===== src/rtl/mic1_run_ctrl.sv =====
// mic1_run_ctrl -- run-control front end for the MIC-1 core.
//
// Debounces the four board push buttons and runs an IDLE/RUN/STEP/HALT state
// machine. It drives the core clock enable, a stretched synchronous core
// reset, and a wrapping executed-cycle counter for the LEDs.
//
// Ports:
//   clk       in   system clock
//   resetn    in   asynchronous active-low reset
//   btn[3:0]  in   raw active-high buttons: 0=RUN 1=STOP 2=STEP 3=CORE_RESET
//   clk_en    out  MIC-1 clock enable (one core cycle per high clk cycle)
//   core_rst  out  synchronous active-high reset to the core
//   led_run   out  high in RUN
//   led_step  out  high in STEP or HALT
//   led_cnt   out  executed-cycle counter, wraps silently
//   state     out  IDLE=0 RUN=1 STEP=2 HALT=3
//
// Build option: define MIC1_BTN_AUTOREPEAT_EN to enable STEP auto-repeat
// while the button stays held in HALT. The REPEAT_CYCLES parameter only
// exists in that build, so the default build carries no dead parameter.
module mic1_run_ctrl #(
  parameter int SYNC_STAGES   = 2,
  parameter int DB_CYCLES     = 100000,
  parameter int STEP_LEN      = 1,
  parameter int RST_LEN       = 4,
  parameter int CNT_W         = 4
`ifdef MIC1_BTN_AUTOREPEAT_EN
  ,
  parameter int REPEAT_CYCLES = 5000000
`endif
) (
  input  logic             clk,
  input  logic             resetn,
  input  logic [3:0]       btn,
  output logic             clk_en,
  output logic             core_rst,
  output logic             led_run,
  output logic             led_step,
  output logic [CNT_W-1:0] led_cnt,
  output logic [1:0]       state
);

  localparam logic [1:0] S_IDLE = 2'd0;
  localparam logic [1:0] S_RUN  = 2'd1;
  localparam logic [1:0] S_STEP = 2'd2;
  localparam logic [1:0] S_HALT = 2'd3;

  localparam int DBW = $clog2(DB_CYCLES + 1);
  localparam int SW  = $clog2(STEP_LEN + 1);
  localparam int RW  = $clog2(RST_LEN + 1);

  logic [3:0] pls;  // one-cycle registered press pulses

  // Per-button synchroniser + debouncer + press-pulse generator.
  for (genvar g = 0; g < 4; g++) begin : g_db
    logic [SYNC_STAGES-1:0] sync_q;
    logic [DBW-1:0]         cnt_q;
    logic                   lvl_q, lvl_dly_q, pls_q;

    always_ff @(posedge clk or negedge resetn) begin
      if (!resetn) begin
        sync_q    <= '0;
        cnt_q     <= '0;
        lvl_q     <= 1'b0;
        lvl_dly_q <= 1'b0;
        pls_q     <= 1'b0;
      end else begin
        sync_q <= {sync_q[SYNC_STAGES-2:0], btn[g]};
        // Count consecutive mismatches; any agreement restarts the count.
        if (sync_q[SYNC_STAGES-1] == lvl_q) begin
          cnt_q <= '0;
        end else if (cnt_q == DBW'(DB_CYCLES - 1)) begin
          cnt_q <= '0;
          lvl_q <= ~lvl_q;
        end else begin
          cnt_q <= cnt_q + 1'b1;
        end
        lvl_dly_q <= lvl_q;
        pls_q     <= lvl_q & ~lvl_dly_q;
      end
    end

    assign pls[g] = pls_q;
  end

  logic [1:0]       state_q, state_d;
  logic [SW-1:0]    step_q, step_d;
  logic [RW-1:0]    rst_q, rst_d;
  logic [CNT_W-1:0] cnt_q, cnt_d;

`ifdef MIC1_BTN_AUTOREPEAT_EN
  localparam int RPW = $clog2(REPEAT_CYCLES + 1);
  logic [RPW-1:0] rep_q, rep_d;
  logic           step_held;
  assign step_held = g_db[2].lvl_q;
`endif

  assign clk_en   = (state_q == S_RUN) || (state_q == S_STEP);
  assign led_run  = (state_q == S_RUN);
  assign led_step = (state_q == S_STEP) || (state_q == S_HALT);
  assign core_rst = (rst_q != '0);
  assign led_cnt  = cnt_q;
  assign state    = state_q;

  always_comb begin
    state_d = state_q;
    step_d  = step_q;
    rst_d   = rst_q;
    cnt_d   = cnt_q;
`ifdef MIC1_BTN_AUTOREPEAT_EN
    rep_d   = '0;
`endif
    if (rst_q != '0) rst_d = rst_q - 1'b1;
    if (clk_en)      cnt_d = cnt_q + 1'b1;

    if (pls[3]) begin
      state_d = S_IDLE;
      step_d  = '0;
      rst_d   = RW'(RST_LEN);
      cnt_d   = '0;
    end else if (rst_q == '0) begin
      // Presses are ignored while the core reset is stretching so that
      // clk_en can never overlap core_rst.
      case (state_q)
        S_IDLE, S_HALT: begin
          if (pls[2] && !pls[1]) begin
            state_d = S_STEP;
            step_d  = '0;
          end else if (pls[0] && !pls[1]) begin
            state_d = S_RUN;
          end
`ifdef MIC1_BTN_AUTOREPEAT_EN
          // A held STEP in HALT re-arms a step every REPEAT_CYCLES cycles;
          // a release or any press leaves rep_d at its cleared default.
          else if (state_q == S_HALT && step_held && pls == 4'b0000) begin
            if (rep_q == RPW'(REPEAT_CYCLES - 1)) begin
              state_d = S_STEP;
              step_d  = '0;
            end else begin
              rep_d = rep_q + 1'b1;
            end
          end
`endif
        end
        S_RUN: begin
          if (pls[1] || pls[2]) state_d = S_HALT;
        end
        default: begin  // S_STEP
          if (pls[1] || step_q == SW'(STEP_LEN - 1)) state_d = S_HALT;
          else                                        step_d  = step_q + 1'b1;
        end
      endcase
    end
  end

  always_ff @(posedge clk or negedge resetn) begin
    if (!resetn) begin
      state_q <= S_IDLE;
      step_q  <= '0;
      rst_q   <= '0;
      cnt_q   <= '0;
`ifdef MIC1_BTN_AUTOREPEAT_EN
      rep_q   <= '0;
`endif
    end else begin
      state_q <= state_d;
      step_q  <= step_d;
      rst_q   <= rst_d;
      cnt_q   <= cnt_d;
`ifdef MIC1_BTN_AUTOREPEAT_EN
      rep_q   <= rep_d;
`endif
    end
  end

endmodule

===== config.mk =====
export PLATFORM = sky130hd
export DESIGN_NAME = mic1_run_ctrl
export DESIGN_NICKNAME = d
export VERILOG_FILES = /design/src/rtl/mic1_run_ctrl.sv
export SDC_FILE = /design/constraint.sdc
export NUM_CORES = 1
export LEC_CHECK = 0
export ABC_AREA = 1
export CAP_MARGIN = 20
export CORE_UTILIZATION = 50
export CTS_CLUSTER_SIZE = 40
export DETAILED_ROUTE_END_ITERATION = 12
export PLACE_DENSITY_LB_ADDON = 0.08
export SLEW_MARGIN = 20
export SYNTH_ARGS = -nofsm -noshare
export SYNTH_HDL_FRONTEND = slang
export SYNTH_SLANG_ARGS = --single-unit

===== constraint.sdc =====
create_clock -name clk -period 1.8 [get_ports clk]
set_input_delay 0.27 -clock clk [delete_from_list [all_inputs] [get_ports clk]]
set_output_delay 0.27 -clock clk [all_outputs]
set_load 0.03 [all_outputs]

==> tab_implementation.tex <==
\begin{tabular}{lr}
\hline
Metric & Value \\
\hline
\multicolumn{2}{l}{\textbf{Clocking}} \\
Clock tree from TritonCTS & yes \\
Cell at the root of the clock tree & clkbuf\_8 \\
Clock net sink count & 98 \\
Number of CTS-inserted buffers & 9 \\
Level count of the clock H-tree & 3 \\
Maximum clock insertion buffer count & 2 \\
Clock transition time at the flip-flop clock pins of the worst setup and hold paths & 90 ps \\
Source-to-sink clock delay at the later pin of the worst-skew pair & 370 ps \\
\multicolumn{2}{l}{\textbf{Timing}} \\
Worst slew margin relative to its limit & 0.696 \\
Crit share post-route & 0.960 \\
Endpoints failing setup & 0 \\
Final max-slew violation count & 0 \\
RSZ-0062 raised after global routing & true \\
Hold violation total from the final report & 0 \\
Final critical-path required period & 1730 ps \\
Final worst slack & 72.5 ps \\
Worst slew pin tran & 456 ps \\
Maximum clock frequency & 0.579 GHz \\
Maximum clock skew at final layout & 13.9 ps \\
\multicolumn{2}{l}{\textbf{Pwr}} \\
Int Power & 0.00296 W \\
Comb power frac & 0.038 \\
Pwr per Cell Area & 676 nW/µm² \\
Part of the power in the clock network & 0.373 \\
Switching power of the nets & 0.000871 W \\
Sequential Power Share & 0.589 \\
Leakage & 2.53 nW \\
Maximum VDD drop & 0.300 mV \\
Switching part of the total power & 0.227 \\
\multicolumn{2}{l}{\textbf{Drt}} \\
Drt drc & 0 \\
Final Routed Wirelength & 9.69 mm \\
Number of search-and-repair iterations in the first detailed-routing pass & 4 \\
Count of antenna-violating nets left after detailed routing & 0 \\
Vias after detailed routing & 4,145 \\
Drt first-iter violations & 138 \\
Average routed wire per standard cell & 11.5 µm \\
Via-to-Cell Ratio & 4.91 \\
\multicolumn{2}{l}{\textbf{Critical path}} \\
Setup slack on the worst flop-to-flop path & 300 ps \\
Endpoint of the worst setup timing path & clk\_en \\
FF-to-FF Start & g\_db[0].cnt\_q[0] \\
Category of the worst setup path launch point & flip-flop \\
Highest net fanout along the worst path & 6 \\
Count of cells along the worst register-to-register path & 8 \\
Element type at the critical path end & output port \\
Worst path required time & 1530 ps \\
Chain of cells forming the critical path & ha\_2, inv\_2, buf\_4 \\
Terminus of the critical flop-to-flop path & g\_db[0].cnt\_q[16] \\
Critical setup path kind & reg2out \\
Data arrival time at the worst-slack endpoint & 1460 ps \\
Crit path from & state[1] \\
Largest stage delay on the critical path & 430 ps \\
Worst-path cell with the longest stage delay & dfrtp\_1 \\
\multicolumn{2}{l}{\textbf{Global route}} \\
Maximum number of pins on one net before global-route repair & 36 \\
Initial antenna violation count & 0 \\
Global Route Usage Sum & 0.206 \\
Overflow after GRT & 0 \\
Vias in the first global route & 3,800 \\
Global-route wire length before repair & 16.8 mm \\
\multicolumn{2}{l}{\textbf{Logic synthesis}} \\
Most area-consuming cells after synthesis & dfrtp\_1, nand2\_1, nor2\_1 \\
Seq cells post-synth & 98 \\
Share of synthesized area occupied by flip-flops and latches & 0.481 \\
Ys flop type & dfrtp\_1 \\
Dominant cell type by area after synthesis & dfrtp\_1 \\
Distinct cell type count after synthesis & 26 \\
Ranking of synthesized cells by instance count & nand2\_1, nor2\_1, dfrtp\_1, inv\_1, nand3\_1 \\
Area share of the leading cell type in the synthesized netlist & 0.481 \\
Cell area after technology mapping & 5090 µm² \\
Share of synthesized flip-flops with an asynchronous set or reset & 1.00 \\
Most frequent cell after synthesis & nand2\_1 \\
Post-synth EDFFs & 0 \\
Warnings, synthesis & 0 \\
Post-synthesis instance total & 673 \\
Synthesized area per cell & 7.57 µm² \\
Syn Nets & 689 \\
\multicolumn{2}{l}{\textbf{Layout}} \\
Number of antenna repair diodes & 0 \\
Layout cell share with drive strength beyond 1 & 0.0886 \\
Utilization after layout & 0.577 \\
Synthesis-to-finish area growth & 11.3\% \\
Nets & 722 \\
\multicolumn{2}{l}{\textbf{Placement}} \\
Total half-perimeter wirelength after legalization and detailed placement & 7.13 mm \\
Pre-CTS setup slack & -5.35 ps \\
Number of input and output port buffers inserted & 15 \\
GPL Wtd Cong & 0.888 \\
\multicolumn{2}{l}{\textbf{Floorplanning}} \\
Horizontal die dimension & 103 µm \\
Die Height & 103 µm \\
Top-level port count & 16 \\
Starting density of the core & 0.519 \\
Core box area & 9820 µm² \\
Number of placement rows & 36 \\
Area of the die & 10,600 µm² \\
\multicolumn{2}{l}{\textbf{Worst hold path}} \\
Worst hold-check path type & in2reg \\
\multicolumn{2}{l}{\textbf{Status}} \\
Result of the run & complete, no violations \\
\multicolumn{2}{l}{\textbf{Job}} \\
Max-capacitance violation count & 0 \\
\hline
\end{tabular}
## cells in the final DEF (no fill, tap or decap), types with 2 or more instances in the layout
cell             Yosys  layout
inv_1               76      75
a21oi_1             13      13
nor3b_1              3       3
nand4_1             15      15
o21ai_1              4       4
clkdlybuf4s50_1      0       8
o21bai_1             4       4
ha_1                10       9
or2_2                2       2
nor2_2              11      11
clkbuf_8             0      10
nor2_4               4       4
nor2_1             152     152
o21ai_0             12      12
nand2_1            174     174
buf_4                0       8
nor3_1               6       6
nand2_4              2       2
xor2_1              11      11
xor2_2               3       3
nand3_1             56      56
dfrtp_1             98      98
inv_2                4       5
nand3_2              2       2
nand2_2              7       7
clkbuf_1             0       2
## worst max-delay path: cells and delay by family, from the launching register on
| kind | cells | cell delay (ps) |
|---|---|---|
| fa+ha+maj | 1 | 410 |
| buf+inv | 2 | 250 |
| flops | 1 | 430 |
## power by group through the flow
stage	Sequential, W	Combinational [W]	Clock (W)
after global placement	0.00230	0.000145	0
after global routing	0.00226	0.000174	0.00158
after floorplan	0.00230	0.0000645	0
after CTS	0.00226	0.000151	0.00149
final	0.00226	0.000145	0.00143
after detailed placement	0.00230	0.000149	0
## how the worst min path moves through the flow
stage                start                 to  slack, ps  depth (start not counted)
floorplan           resetn   g_db[0].cnt_q[0]        -30                          0
global placement    resetn  g_db[1].cnt_q[12]        250                          1
detailed placement  resetn  g_db[1].cnt_q[10]        260                          1
CTS                 btn[0]  g_db[0].sync_q[0]        310                          1
global route        btn[3]  g_db[3].sync_q[0]        320                          1
finish              btn[0]  g_db[0].sync_q[0]        330                          1
## metrics by stage
stage                     hold WS [ps]  instance area [µm²]  cells  power, W  setup TNS (ps)
after floorplan                  -25.6                 5090    673   0.00236               0
after global placement             248                 5450    825   0.00244               0
after detailed placement           257                 5450    825   0.00245           -5.35
after CTS                          307                 5660    844   0.00390               0
after global routing               323                 5670    844   0.00402           -11.6
final                              329                 5670    844   0.00383               0
## cells by family after synthesis
logic type	Yosys count	synth area share
compound gates	35	0.0371
xor+xnor	15	0.0302
fa+ha+maj	10	0.0246
buf+inv	80	0.0590
flops	98	0.481
simple gates	435	0.368
## metal layers
metal | track usage | part of all wire | wire, µm
met1 | 0.287 | 0.50 | 4870
met4 | 0.0769 | 0.0098 | 95
met2 | 0.319 | 0.45 | 4370
met3 | 0.0427 | 0.035 | 342
met5 | 0 | 0 | 0
## registers in the layout, indices dropped and copies added (netlist names)
name	flops
state	2
step_q	1
g_db.sync_q	8
g_db.lvl_dly_q	4
led_cnt	4
g_db.cnt_q	68
g_db.lvl_q	4
g_db.pls_q	4
rst_q	3
## timing repair
action / 4_1_cts / 5_1_grt
hold buffers: 1 / 0
resized for setup: 11 / 5
endpoints found under the setup margin: 4 / 4
buffers inserted: 2 / 0
endpoints found under the hold margin: 31 / 0
## area by class of cell
class | count | area, µm²
Clock inverter | 4 | 51.3
Clock buffer | 12 | 145
Fill cell | 961 | 4150
Sequential cell | 98 | 2450
Inverter | 80 | 300
Multi-Input combinational cell | 495 | 2340
Timing Repair Buffer | 22 | 208
Tap cell | 133 | 166
Note: power is estimated with default switching activity, not from simulation.
